===== src/rtl/snoop_state_machine_pkg.sv =====
// Shared line-state, CPU-action and bus-message codes for the MSI snoop controller.
// Also provides a helper that maps the unused state code onto Invalid.
package snoop_state_machine_pkg;

    typedef enum logic [1:0] {
        ST_INVALID  = 2'b00,
        ST_SHARED   = 2'b01,
        ST_MODIFIED = 2'b10
    } line_state_e;

    typedef enum logic [2:0] {
        CPU_NOP     = 3'b000,
        CPU_RD_HIT  = 3'b001,
        CPU_RD_MISS = 3'b010,
        CPU_WR_HIT  = 3'b011,
        CPU_WR_MISS = 3'b100
    } cpu_action_e;

    typedef enum logic [2:0] {
        BUS_NONE    = 3'b000,
        BUS_RD_MISS = 3'b001,
        BUS_WR_MISS = 3'b010,
        BUS_INV     = 3'b011
    } bus_msg_e;

    function automatic line_state_e norm_state(input logic [1:0] s);
        return (s == 2'b11) ? ST_INVALID : line_state_e'(s);
    endfunction

endpackage


===== src/rtl/snoop_state_machine_snoop_responder.sv =====
// Snooper half: reacts to a remote bus message against the local copy of the line.
// Results are registered on each enabled edge and held otherwise.
module snoop_responder
    import snoop_state_machine_pkg::*;
#(
    parameter int DATA_W = 8
) (
    input  logic              clk_i,
    input  logic              rst_ni,
    input  logic              active_i,
    input  logic              cache_hit_i,
    input  logic [1:0]        state_i,
    input  logic [2:0]        bus_msg_i,
    input  logic [DATA_W-1:0] data_i,
    input  logic [1:0]        proc_id_i,
    output logic              wb_o,
    output logic              abort_o,
    output logic              hit_o,
    output logic [1:0]        state_o,
    output logic [1:0]        proc_o,
    output logic [DATA_W-1:0] data_o
);

    logic              wb_d, wb_q;
    logic              abort_d, abort_q;
    logic              hit_q;
    line_state_e       st_cur, st_d;
    logic [1:0]        state_q;
    logic [1:0]        proc_q;
    logic [DATA_W-1:0] data_d, data_q;

    always_comb begin
        st_cur  = norm_state(state_i);
        st_d    = st_cur;
        wb_d    = 1'b0;
        abort_d = 1'b0;
        data_d  = cache_hit_i ? data_i : '0;
        if (cache_hit_i) begin
            case (st_cur)
                ST_SHARED: begin
                    case (bus_msg_i)
                        BUS_WR_MISS,
                        BUS_INV:  st_d = ST_INVALID;
                        default:  st_d = ST_SHARED;
                    endcase
                end
                ST_MODIFIED: begin
                    case (bus_msg_i)
                        BUS_RD_MISS: begin
                            st_d    = ST_SHARED;
                            wb_d    = 1'b1;
                            abort_d = 1'b1;
                        end
                        BUS_WR_MISS: begin
                            st_d    = ST_INVALID;
                            wb_d    = 1'b1;
                            abort_d = 1'b1;
                        end
                        BUS_INV: st_d = ST_INVALID;
                        default: st_d = ST_MODIFIED;
                    endcase
                end
                default: st_d = st_cur;
            endcase
        end
    end

    always_ff @(posedge clk_i or negedge rst_ni) begin
        if (!rst_ni) begin
            wb_q    <= 1'b0;
            abort_q <= 1'b0;
            hit_q   <= 1'b0;
            state_q <= 2'b00;
            proc_q  <= 2'b00;
            data_q  <= '0;
        end else if (active_i) begin
            wb_q    <= wb_d;
            abort_q <= abort_d;
            hit_q   <= cache_hit_i;
            state_q <= st_d;
            proc_q  <= proc_id_i;
            data_q  <= data_d;
        end
    end

    assign wb_o    = wb_q;
    assign abort_o = abort_q;
    assign hit_o   = hit_q;
    assign state_o = state_q;
    assign proc_o  = proc_q;
    assign data_o  = data_q;

endmodule


===== src/rtl/snoop_state_machine.sv =====
// MSI snoop controller: requester transitions for local CPU accesses,
// snooper transitions delegated to snoop_responder.
module snoop_state_machine
    import snoop_state_machine_pkg::*;
#(
    parameter int DATA_W = 8
) (
    input  logic              clock,
    input  logic              reset,
    input  logic              req_active,
    input  logic [2:0]        cpu_action,
    input  logic [1:0]        req_state_in,
    input  logic [1:0]        proc_id,
    output logic              req_wb,
    output logic [1:0]        req_state_out,
    output logic [2:0]        req_bus_msg,
    output logic [1:0]        req_proc,
    input  logic              snp_active,
    input  logic              snp_cache_hit,
    input  logic [1:0]        snp_state_in,
    input  logic [2:0]        snp_bus_msg,
    input  logic [DATA_W-1:0] snp_data_in,
    output logic              snp_wb,
    output logic              abort_mem_access,
    output logic              snp_hit,
    output logic [1:0]        snp_state_out,
    output logic [1:0]        snp_proc,
    output logic [DATA_W-1:0] snp_data_out
);

    line_state_e st_cur, st_d;
    bus_msg_e    msg_d;
    logic        wb_d;
    logic        wb_q;
    logic [1:0]  state_q;
    logic [2:0]  msg_q;
    logic [1:0]  proc_q;

    always_comb begin
        st_cur = norm_state(req_state_in);
        st_d   = st_cur;
        msg_d  = BUS_NONE;
        wb_d   = 1'b0;
        case (st_cur)
            ST_INVALID: begin
                case (cpu_action)
                    CPU_RD_MISS: begin
                        st_d  = ST_SHARED;
                        msg_d = BUS_RD_MISS;
                    end
                    CPU_WR_MISS: begin
                        st_d  = ST_MODIFIED;
                        msg_d = BUS_WR_MISS;
                    end
                    default: st_d = ST_INVALID;
                endcase
            end
            ST_SHARED: begin
                case (cpu_action)
                    CPU_RD_MISS: msg_d = BUS_RD_MISS;
                    CPU_WR_HIT: begin
                        st_d  = ST_MODIFIED;
                        msg_d = BUS_INV;
                    end
                    CPU_WR_MISS: begin
                        st_d  = ST_MODIFIED;
                        msg_d = BUS_WR_MISS;
                    end
                    default: st_d = ST_SHARED;
                endcase
            end
            ST_MODIFIED: begin
                // a miss evicts the dirty line, so it must be written back first
                case (cpu_action)
                    CPU_RD_MISS: begin
                        st_d  = ST_SHARED;
                        msg_d = BUS_RD_MISS;
                        wb_d  = 1'b1;
                    end
                    CPU_WR_MISS: begin
                        msg_d = BUS_WR_MISS;
                        wb_d  = 1'b1;
                    end
                    default: st_d = ST_MODIFIED;
                endcase
            end
            default: st_d = ST_INVALID;
        endcase
    end

    always_ff @(posedge clock or negedge reset) begin
        if (!reset) begin
            wb_q    <= 1'b0;
            state_q <= 2'b00;
            msg_q   <= 3'b000;
            proc_q  <= 2'b00;
        end else if (req_active) begin
            wb_q    <= wb_d;
            state_q <= st_d;
            msg_q   <= msg_d;
            proc_q  <= proc_id;
        end
    end

    assign req_wb        = wb_q;
    assign req_state_out = state_q;
    assign req_bus_msg   = msg_q;
    assign req_proc      = proc_q;

    snoop_responder #(
        .DATA_W(DATA_W)
    ) u_snoop (
        .clk_i      (clock),
        .rst_ni     (reset),
        .active_i   (snp_active),
        .cache_hit_i(snp_cache_hit),
        .state_i    (snp_state_in),
        .bus_msg_i  (snp_bus_msg),
        .data_i     (snp_data_in),
        .proc_id_i  (proc_id),
        .wb_o       (snp_wb),
        .abort_o    (abort_mem_access),
        .hit_o      (snp_hit),
        .state_o    (snp_state_out),
        .proc_o     (snp_proc),
        .data_o     (snp_data_out)
    );

endmodule


===== config.mk =====
export PLATFORM = sky130hd
export DESIGN_NAME = snoop_state_machine
export DESIGN_NICKNAME = d
export VERILOG_FILES = /design/src/rtl/snoop_state_machine_pkg.sv /design/src/rtl/snoop_state_machine_snoop_responder.sv /design/src/rtl/snoop_state_machine.sv
export SDC_FILE = /design/constraint.sdc
export NUM_CORES = 1
export LEC_CHECK = 0
export CORE_UTILIZATION = 43
export CTS_BUF_LIST = sky130_fd_sc_hd__clkbuf_4
export DETAILED_ROUTE_END_ITERATION = 10
export PLACE_DENSITY = 0.85
export SYNTH_ARGS = -nofsm -noshare
export SYNTH_HDL_FRONTEND = slang
export SYNTH_SLANG_ARGS = --single-unit

===== constraint.sdc =====
create_clock -name clock -period 0.8 [get_ports clock]
set_input_delay 0.2 -clock clock [delete_from_list [all_inputs] [get_ports clock]]
set_output_delay 0.2 -clock clock [all_outputs]
set_load 0.02 [all_outputs]

## Word-level counts from Yosys, hierarchy flattened

Cells that the tools add are included.

| operators by class | value |
|---|---|
| eq/ne operators | 12 |
| mux-type cells | 19 |
| reduce and logical (&&, ||, !) cells | 6 |

Operators by type and width:

| kind | count |
|---|---|
| $pmux 2 s2 | 7 |
| $eq 3x2->1 const B | 4 |
| $pmux 2 s3 | 2 |
| $reduce_or 2->1 | 5 |
| $eq 2x2->1 const B | 4 |
| $mux 8 | 1 |
| $mux 1 | 6 |
| $mux 2 | 3 |
| $eq 2x1->1 const B | 2 |
| $eq 3x1->1 const B | 1 |
| $eq 3x3->1 const B | 1 |
| $logic_not 2->1 | 1 |

| storage, ports and cells | value |
|---|---|
| flip-flop bits (word level) | 22 |
| bits of input ports | 25 |
| logic and storage cells | 46 |

## Depth between registers and ports, before layout

Gate-level depths: netlist of run 1.

| logic depth | value |
|---|---|
| depth after elaboration | 5 |
| mapped depth | 6 |
| gate-level depth less buffers | 6 |

## Cells and area by module

A second synthesis of run 1 with hierarchy kept.

| unflattened totals | value |
|---|---|
| cell total of the unflattened synthesis | 112 |
| area, all modules | 1,084.8 um^2 |

By module, submodules not included:

| module | instances | cells an instance | area each (um^2) |
|---|---|---|---|
| snoop_responder | 1 | 63 | 648.1 |
| snoop_state_machine | 1 | 49 | 436.7 |

## Worst setup path after synthesis of run 1

OpenSTA, ideal clock, no wires.

| path | value |
|---|---|
| path kind | input-to-reg |
| from | input port snp_state_in[0] |
| to | register u_snoop.state_q[0], in the netlist u_snoop.state_o[0] |
| data arrival time | 1.027 ns |
| setup slack | -0.351 ns |
| stages | 5 |
| path buffers | 0 |
| cells stage by stage | inv_1 -> ha_1 -> nor3b_2 -> a21oi_1 -> mux2_2 |

| on the way | value |
|---|---|
| word-level cells in the longest chain between the ends | 5 |
| elaborated cells on any way between the ends | 6 |
| classes of those cells | 3 x eq/ne; 3 x mux |

Ends and longest elaborated chain:

| element | line | text |
|---|---|---|
| start: declaration | snoop_state_machine.sv:20 | `input logic [1:0] snp_state_in,` |
| $eq 2x2->1 | snoop_state_machine_pkg.sv:27 | `return (s == 2'b11) ? ST_INVALID : line_state_e'(s);` |
| $mux 2 (*) | snoop_state_machine_pkg.sv:27 |  |
| $eq 2x2->1 / $eq 2x1->1 (equally long branches) | snoop_state_machine_snoop_responder.sv:39 | `case (st_cur)` |
| $pmux 2 s2 | snoop_state_machine_snoop_responder.sv:39 |  |
| $mux 2 (*) | snoop_state_machine_snoop_responder.sv:38 | `if (cache_hit_i) begin` |
| end signal: assignment | snoop_state_machine_snoop_responder.sv:80 | `state_q <= st_d;` |
| end: declaration | snoop_state_machine_snoop_responder.sv:28 | `logic [1:0] state_q;` |

Every way passes the cells marked *; elsewhere a longest branch is shown, timed or not.
A chain may end at the register's enable or synchronous reset.

## Final worst setup path of run 1

| path | value |
|---|---|
| from | register u_snoop.abort_q, in the netlist u_snoop.abort_o |
| to | output port abort_mem_access |

RTL lines:

| element | line | text |
|---|---|---|
| start: declaration | snoop_state_machine_snoop_responder.sv:25 | `logic abort_d, abort_q;` |
| start signal: assignment | snoop_state_machine_snoop_responder.sv:78 | `abort_q <= abort_d;` |
| end: declaration | snoop_state_machine.sv:24 | `output logic abort_mem_access,` |

No word-level cell between the ends.

==> flow_summary.toml, run 1 <==
[routing]
ant_nets = 0
totalWireLength_um = 3022
post-route-drc-count = 0
wl_per_cell_um = 15.03
dr.pass1.iters = 4
vias = 1053
via_per_inst = 5.239
drtIter0Drc = 13

[clock_network]
cts_buffer_depth = 2
numCtsBuffers = 3
path_clk_slew_ns = 0.11
postCtsHoldBufs = 0
h-tree-depth = 1
cts.sinks = 21
cts_tree = "done"
clockRootBuffer = "clkbuf_4"
worstSkewPairLatency_ns = 0.32

[synthesis]
yosys.area_share.xor_xnor = 0.01593
syn_nets = 141
synthCells = 111
ys_types = 28
synth_edf_count = 0
ys_warn_count = 0
synth_top_family_by_area = "compound AO/OA/AOI/OAI gates"
yosysTopAreaCell = "dfrtp_1"
synth.avg_cell_area_um2 = 9.908
synth_compound_area_frac = 0.1547
ys_seq_area_frac = 0.4778
synth_top_area_share = 0.4778
dominantRegCellSynth = "dfrtp_1"
ys_ff_latch = 21
synth_fa_ha_area_frac = 0.05688
yosys-mux-area-fraction = 0.06143
synth_simple_gate_area_frac = 0.1251
synth_area_leaders = "dfrtp_1, inv_1, mux2_2, o21ai_0, ha_1"
synthArstFlopShare = 1.000
syn-cell-area_mm2 = 0.001100

[die]
initial_core_util = 0.4744
dieArea_mm2 = 0.002764
row_count = 17
core_mm2 = 0.002318
fp.dieW_um = 52.58
io_pins = 48
die_h_um = 52.58

[setup_path]
crit_chain = "buf_6"
startpoint_type = "flop"
worstRegToRegCells = 2
cp.arrival_ns = 0.90
cp_top_family = "flip-flops"
critPathMaxFanout = 3
rr_startpoint = "u_snoop.state_o[0]"
critPathRequiredTime_ns = 0.60
worst-setup-path-type = "flop to output port"
worstSetupStartpoint = "u_snoop.abort_o"
crit_cells = 1
end_kind = "output port"
critPathMaxStageDelay_ns = 0.45
crit_buf_inv = 1
cp_slowest_cell = "dfrtp_2"

[cells_and_area]
n_fill_cell = 149
seq_area_um2 = 533.0
final_cell_mix = "buf_6, buf_4, inv_1, dfrtp_1"
final_nets = 204
final_util = 0.8251
antenna_cells = 0
drive_above_1_share = 0.4566
layout_commonest_cell = "buf_6"
multiInputGateArea_um2 = 545.5
area_delta_synth_final_pct = 73.95
postLayoutCellArea_mm2 = 0.001913

[timing]
skew_ns = 0
tns_ns = -6.276
setup_violations = 26
maxSlewViolCount = 0
timing.final.ws_setup_ns = -0.3025
fmax_mhz = 907.0
rsz0062_at_grt = "yes"
min_period_over_period = 1.378
post-route-min-period_ns = 1.103
final-hold-violation-count = 0
timing.hold.ws_ns = 0.2124

[global_routing]
gr-total-overflow = 0
use_met3 = 0.03478
grtUsageMet1 = 0.2514
grt_pass1_wl_um = 4547
grt_util_met2 = 0.4241
grt_max_degree = 22
antenna_found_initial = 0
track_usage = 0.2343
busiest_layer = "met2"
first_global_vias = 1030

[run_status]
status = "finished with violations"
violations = "negative setup slack"

[placed_design]
post_dp_cell_area_mm2 = 0.001793
pre_cts_slack_ns = -0.9502
io_buffers = 46
place_congestion = 0.7836
place.detailed.hpwl_um = 2135

[flow_run]
cap_violations = 0

[worst_hold_path]
hold_class = "input pin to async pin"

[power]
power_density_mw_per_mm2 = 1406
max-vdd-ir-drop_mv = 0.9076
p_leak_nw = 0.8819
==> logic make-up after synthesis <==
family	after synthesis
compound gates	24
buf+inv	27
other cells	1
simple gates	25
xor+xnor	2
mux	6
flops	21
fa+ha+maj	5
==> metal layers <==
layer | wire, µm | vias to the layer above
met5 | 0 | -
met4 | 80 | 0
met3 | 174 | 7
met2 | 1605 | 48
met1 | 1162 | 509
li1 | - | 489
==> cell type report <==
class	count	share of cell area
tap	28	0.01831
inverter	20	0.05232
sequential	21	0.2786
timing repair buffer	65	0.3499
multi-input combinational	63	0.2852
clock buffer	4	0.01570
==> metrics by stage <==
step / cells / power [mW]
5_1_grt: 201 / 2.795
3_3_place_gp: 191 / 2.031
4_1_cts: 195 / 2.658
3_5_place_dp: 191 / 2.057
6_report: 201 / 2.690
2_1_floorplan: 111 / 1.597
==> synthesized netlist by cell type, drive strengths merged, types with 2 or more instances <==
master,number
nor2,3
nand2,4
mux2,6
dfrtp,21
ha,5
clkbuf,2
a21boi,2
buf,5
inv,20
a21oi,2
o221ai,2
o21ai,14
nand4b,2
nand3,12
==> worst paths after layout <==
kind,end,slack [ns]
max in group asynchronous,u_snoop.abort_o,0.44
hold reg to reg,u_snoop.proc_o[1],0.54
min in group clock,req_proc[1],0.31
setup reg to reg,u_snoop.state_o[0],-0.10
setup / recovery,abort_mem_access,-0.30
hold / removal,u_snoop.data_o[2],0.21
==> where the power goes <==
group	internal [mW]	switching, mW	leakage, nW
registers	1.15	0.0666	0.262
clock network	0.229	0.335	0.0184
logic	0.500	0.405	0.601
total	1.88	0.807	0.882
==> registers in the layout (all words and copies together) (netlist names) <==
name,flops
u_snoop.data_o,8
req_bus_msg,2
req_proc,2
req_state_out,2
u_snoop.proc_o,2
u_snoop.state_o,2
req_wb,1
u_snoop.abort_o,1
u_snoop.hit_o,1
==> what timing repair did <==
action,in CTS,in global routing
endpoints found under the hold margin,0,0
buffers inserted,3,6
resized for setup,170,12
endpoints found under the setup margin,43,31
pin swaps,12,5
Note: power is estimated with default switching activity, not from simulation.
==> inputs of run 2 (changes only) <==
- CELL_PAD_IN_SITES_DETAIL_PLACEMENT: default -> 0
- CELL_PAD_IN_SITES_GLOBAL_PLACEMENT: default -> 1
- CORE_UTILIZATION: 43 -> 31
- MAX_ROUTING_LAYER: default -> met4
- PLACE_DENSITY: 0.85 -> 0.83
==> run 2 against run 1 <==
Net effect:
- the run still ends with negative setup slack left
- critical path depth did not move
- maximum frequency rose by 1.0%
- final cell count rose by 11%
- wire length fell by 9.5%
- global-route usage fell by 7.0 points
- clock skew did not move
- first-iteration DRC count rose to 4.1 times the previous value
- via count fell by 2.5%
- die area rose by 37%
- sequential cell count did not move
- critical path type unchanged
- largest cell class unchanged
- highest routed layer unchanged
==> flow_summary.toml, run 2 (synthesized netlist as in run 1, its figures left out) <==
[die]
dieArea_mm2 = 0.003790
io_pins = 48
core_mm2 = 0.003363
initial_core_util = 0.3270
die_h_um = 61.57
row_count = 21
fp.dieW_um = 61.57

[routing]
wl_per_cell_um = 12.26
post-route-drc-count = 0
totalWireLength_um = 2734
vias = 1027
dr.pass1.iters = 4
ant_nets = 0
via_per_inst = 4.605
drtIter0Drc = 53

[clock_network]
cts.sinks = 21
numCtsBuffers = 3
postCtsHoldBufs = 0
cts_tree = "done"
cts_buffer_depth = 2
clockRootBuffer = "clkbuf_4"
worstSkewPairLatency_ns = 0.29
path_clk_slew_ns = 0.13
h-tree-depth = 1

[setup_path]
crit_buf_inv = 1
startpoint_type = "flop"
cp_slowest_cell = "dfrtp_2"
critPathMaxStageDelay_ns = 0.45
crit_chain = "buf_6"
cp.arrival_ns = 0.89
end_kind = "output port"
critPathRequiredTime_ns = 0.60
critPathMaxFanout = 3
cp_top_family = "flip-flops"
worst-setup-path-type = "flop to output port"

[timing]
post-route-min-period_ns = 1.091
min_period_over_period = 1.364
skew_ns = 0
setup_violations = 25
fmax_mhz = 916.5
rsz0062_at_grt = "yes"
timing.final.ws_setup_ns = -0.2911
final-hold-violation-count = 0
maxSlewViolCount = 0

[cells_and_area]
final_cell_mix = "buf_6, buf_4, inv_1, dfrtp_1, clkdlybuf4s50_1"
largest_register_ff_count = 8
antenna_cells = 0
area_delta_synth_final_pct = 78.27
n_fill_cell = 307
final_nets = 208
postLayoutCellArea_mm2 = 0.001961
drive_above_1_share = 0.4746
layout_commonest_cell = "buf_6"
layout.cells.non_filler = 223

[flow_run]
cap_violations = 0

[worst_hold_path]
hold_class = "input pin to async pin"

[power]
max-vdd-ir-drop_mv = 0.6158
finalPower_mw = 2.631
power_density_mw_per_mm2 = 1342
p_leak_nw = 0.9057

[run_status]
violations = "negative setup slack"
status = "finished with violations"

[placed_design]
post_dp_cell_area_mm2 = 0.001821
place.detailed.hpwl_um = 2096
place_congestion = 0.8545
place_inst = 213
pre_cts_slack_ns = -0.9610
io_buffers = 46

[global_routing]
grt_max_degree = 22
gr-total-overflow = 0
grt_pass1_wl_um = 4388
first_global_vias = 1008
track_usage = 0.1642
antenna_found_initial = 0
-- run 2: changes by cell type in the layout (fill, tap and decap cells not counted), sizes merged --
cell	before	now
inv	19	20
clkdlybuf4s15	2	1
clkbuf	4	3
dlymetal6s2s	0	1
buf	45	49
-- run 2: worst paths after layout --
kind / slack [ns] / to / start / depth (start not counted)
worst max-delay path: -0.29 / snp_wb / u_snoop.abort_o / 1
worst min-delay path: 0.21 / u_snoop.data_o[1] / reset / 2
worst max register to register: -0.02 / req_wb / req_wb / 4
worst min register to register: 0.54 / req_bus_msg[0] / req_bus_msg[0] / 2
max in group asynchronous: 0.43 / u_snoop.data_o[5] / reset / 2
min in group clock: 0.30 / u_snoop.state_o[1] / snp_bus_msg[0] / 5
-- run 2: power breakdown --
| group | leakage [nW] | switching (mW) | internal (mW) | total [mW] |
|---|---|---|---|---|
| Combinational | 0.626 | 0.397 | 0.499 | 0.896 |
| Sequential | 0.262 | 0.0653 | 1.15 | 1.22 |
| Clock | 0.0177 | 0.329 | 0.186 | 0.515 |
| Total | 0.906 | 0.791 | 1.84 | 2.63 |
-- run 2: metrics by stage --
step	utilization	hold slack [ns]	TNS, ns
floorplan	-	-0.09559	-0.7792
global placement	0.5413	0.4985	-19.36
detailed placement	0.5413	0.5012	-19.98
CTS	0.5662	0.2135	-6.153
global route	0.5830	0.1872	-7.150
finish	0.5830	0.2143	-5.873
-- run 2: layer usage --
layer	part of all wire	wire length [µm]	track usage	up-vias
li1	-	-	-	500
met1	0.43	1166	0.1912	482
met2	0.50	1373	0.2704	41
met3	0.064	175	0.03571	4
met4	0.0066	18	0.07302	0
met5	0	0	-	-
-- run 2: cell type report --
cell class,count,area (µm²),share of cell area
well taps,46,57.56,0.02936
clock buffers,3,22.52,0.01149
clock inverters,1,5.005,0.002553
flip-flops and latches,21,533.0,0.2719
repair buffers,69,693.2,0.3535
multi-input cells,63,549.3,0.2802
inverters,20,100.1,0.05105
-- run 2: repair_timing --
item                       in CTS  in global routing
setup endpoints to repair      43                 35
pin swaps                       9                  7
setup buffers                   4                  4
gates resized for setup       174                  9
==> inputs of run 3 (changes only) <==
- CORE_MARGIN: default -> 2
==> run 3 against run 2 <==
Net effect:
- the run still ends with negative setup slack left
- sequential share of layout area down 0.39 points
- wire length rose by 7.5%
- critical path depth unchanged
- sequential cell count is the same
- critical path type unchanged
- largest cell class unchanged
==> flow_summary.toml, run 3 (synthesized netlist as in run 1, its figures left out) <==
[cells_and_area]
final_nets = 213
drive_above_1_share = 0.4780
largest_register_ff_count = 8
layout.cells.non_filler = 228
postLayoutCellArea_mm2 = 0.001989
final_cell_mix = "buf_6, buf_4, inv_1"
layout_commonest_cell = "buf_6"
n_fill_cell = 317
antenna_cells = 0
area_delta_synth_final_pct = 80.89

[routing]
totalWireLength_um = 2939
dr.pass1.iters = 4
via_per_inst = 4.491
ant_nets = 0
post-route-drc-count = 0
vias = 1024
drtIter0Drc = 60
wl_per_cell_um = 12.89

[die]
core_mm2 = 0.003363
fp.dieW_um = 63.57
die_h_um = 63.57
initial_core_util = 0.3270
row_count = 21
dieArea_mm2 = 0.004041
io_pins = 48

[setup_path]
crit_buf_inv = 1
end_kind = "output port"
crit_chain = "buf_6"
critPathMaxStageDelay_ns = 0.44
r2r_slack_ns = -0.12
startpoint_type = "flop"
critPathRequiredTime_ns = 0.60
worstRegToRegCells = 2
rr_startpoint = "u_snoop.state_o[0]"
cp_top_family = "flip-flops"
rr_endpoint = "u_snoop.state_o[0]"
worst-setup-path-type = "flop to output port"
cp.arrival_ns = 0.86
cp_slowest_cell = "dfrtp_2"
critPathMaxFanout = 3

[clock_network]
cts_tree = "done"
numCtsBuffers = 3
h-tree-depth = 1
cts_buffer_depth = 2
postCtsHoldBufs = 0
cts.sinks = 21
clockRootBuffer = "clkbuf_4"
path_clk_slew_ns = 0.11
worstSkewPairLatency_ns = 0.29

[timing]
final-hold-violation-count = 0
setup_violations = 26
timing.final.ws_setup_ns = -0.2643
post-route-min-period_ns = 1.064
min_period_over_period = 1.330
maxSlewViolCount = 0
timing.hold.ws_ns = 0.2524
skew_ns = 0
rsz0062_at_grt = "yes"
fmax_mhz = 939.6

[run_status]
violations = "negative setup slack"
status = "finished with violations"

[power]
p_leak_nw = 0.9216
finalPower_mw = 2.676
power_density_mw_per_mm2 = 1345
max-vdd-ir-drop_mv = 0.5451

[placed_design]
post_dp_cell_area_mm2 = 0.001821
place.detailed.hpwl_um = 2256
pre_cts_slack_ns = -0.9229
place_congestion = 0.8953
io_buffers = 46
place_inst = 213

[global_routing]
first_global_vias = 1022
grt_max_degree = 22
gr-total-overflow = 0
grt_pass1_wl_um = 4726
track_usage = 0.1503
antenna_found_initial = 0

[worst_hold_path]
hold_class = "input pin to async pin"

[flow_run]
cap_violations = 0
run 3: worst reg2reg max path, cell delays in order, from the launching register on:
cell and delay (ns):
dfrtp_1 0.42, buf_4 0.15, mux2_4 0.25
run 3: worst max-delay path by stage:
stage | start | end | slack, ns | depth (start not counted)
finish | u_snoop.abort_o | abort_mem_access | -0.26 | 1
global route | u_snoop.abort_o | abort_mem_access | -0.31 | 1
CTS | u_snoop.abort_o | abort_mem_access | -0.28 | 1
detailed placement | req_state_in[0] | req_state_out[1] | -0.92 | 6
global placement | req_state_in[0] | req_state_out[1] | -0.90 | 6
floorplan | snp_state_in[1] | u_snoop.state_o[0] | -0.27 | 4
run 3: layer usage:
metal | up-vias | global-route usage | part of all wire | wire [µm]
li1 | 504 | - | - | -
met5 | - | - | 0 | 0
met2 | 32 | 0.2763 | 0.52 | 1522
met3 | 2 | 0.03571 | 0.055 | 161
met4 | 0 | 0.01630 | 0.0020 | 6
met1 | 486 | 0.1700 | 0.42 | 1248
run 3: power by group:
group / switching, mW / internal [mW] / total [mW]
combinational: 0.405 / 0.530 / 0.935
clock: 0.289 / 0.227 / 0.516
sequential: 0.0699 / 1.15 / 1.22
total: 0.764 / 1.91 / 2.68
run 3: area by class of cell:
| type | count | area [µm²] | share of cell area |
|---|---|---|---|
| flip-flops and latches | 21 | 533.0 | 0.2679 |
| inverters | 20 | 100.1 | 0.05031 |
| well taps | 46 | 57.56 | 0.02893 |
| multi-input cells | 63 | 543.0 | 0.2730 |
| clock buffers | 4 | 30.03 | 0.01509 |
| repair buffers | 74 | 725.7 | 0.3648 |
run 3: stage by stage:
step	setup TNS (ns)	util
2_1_floorplan	-0.7792	-
3_3_place_gp	-19.25	0.5413
3_5_place_dp	-19.89	0.5413
4_1_cts	-5.959	0.5778
5_1_grt	-6.888	0.5915
6_report	-5.774	0.5915
run 3: what timing repair did:
item,in CTS,in global routing
setup endpoints to repair,42,32
cloned,0,0
resized for setup,173,10
buffers inserted,6,8
pin swaps,12,3
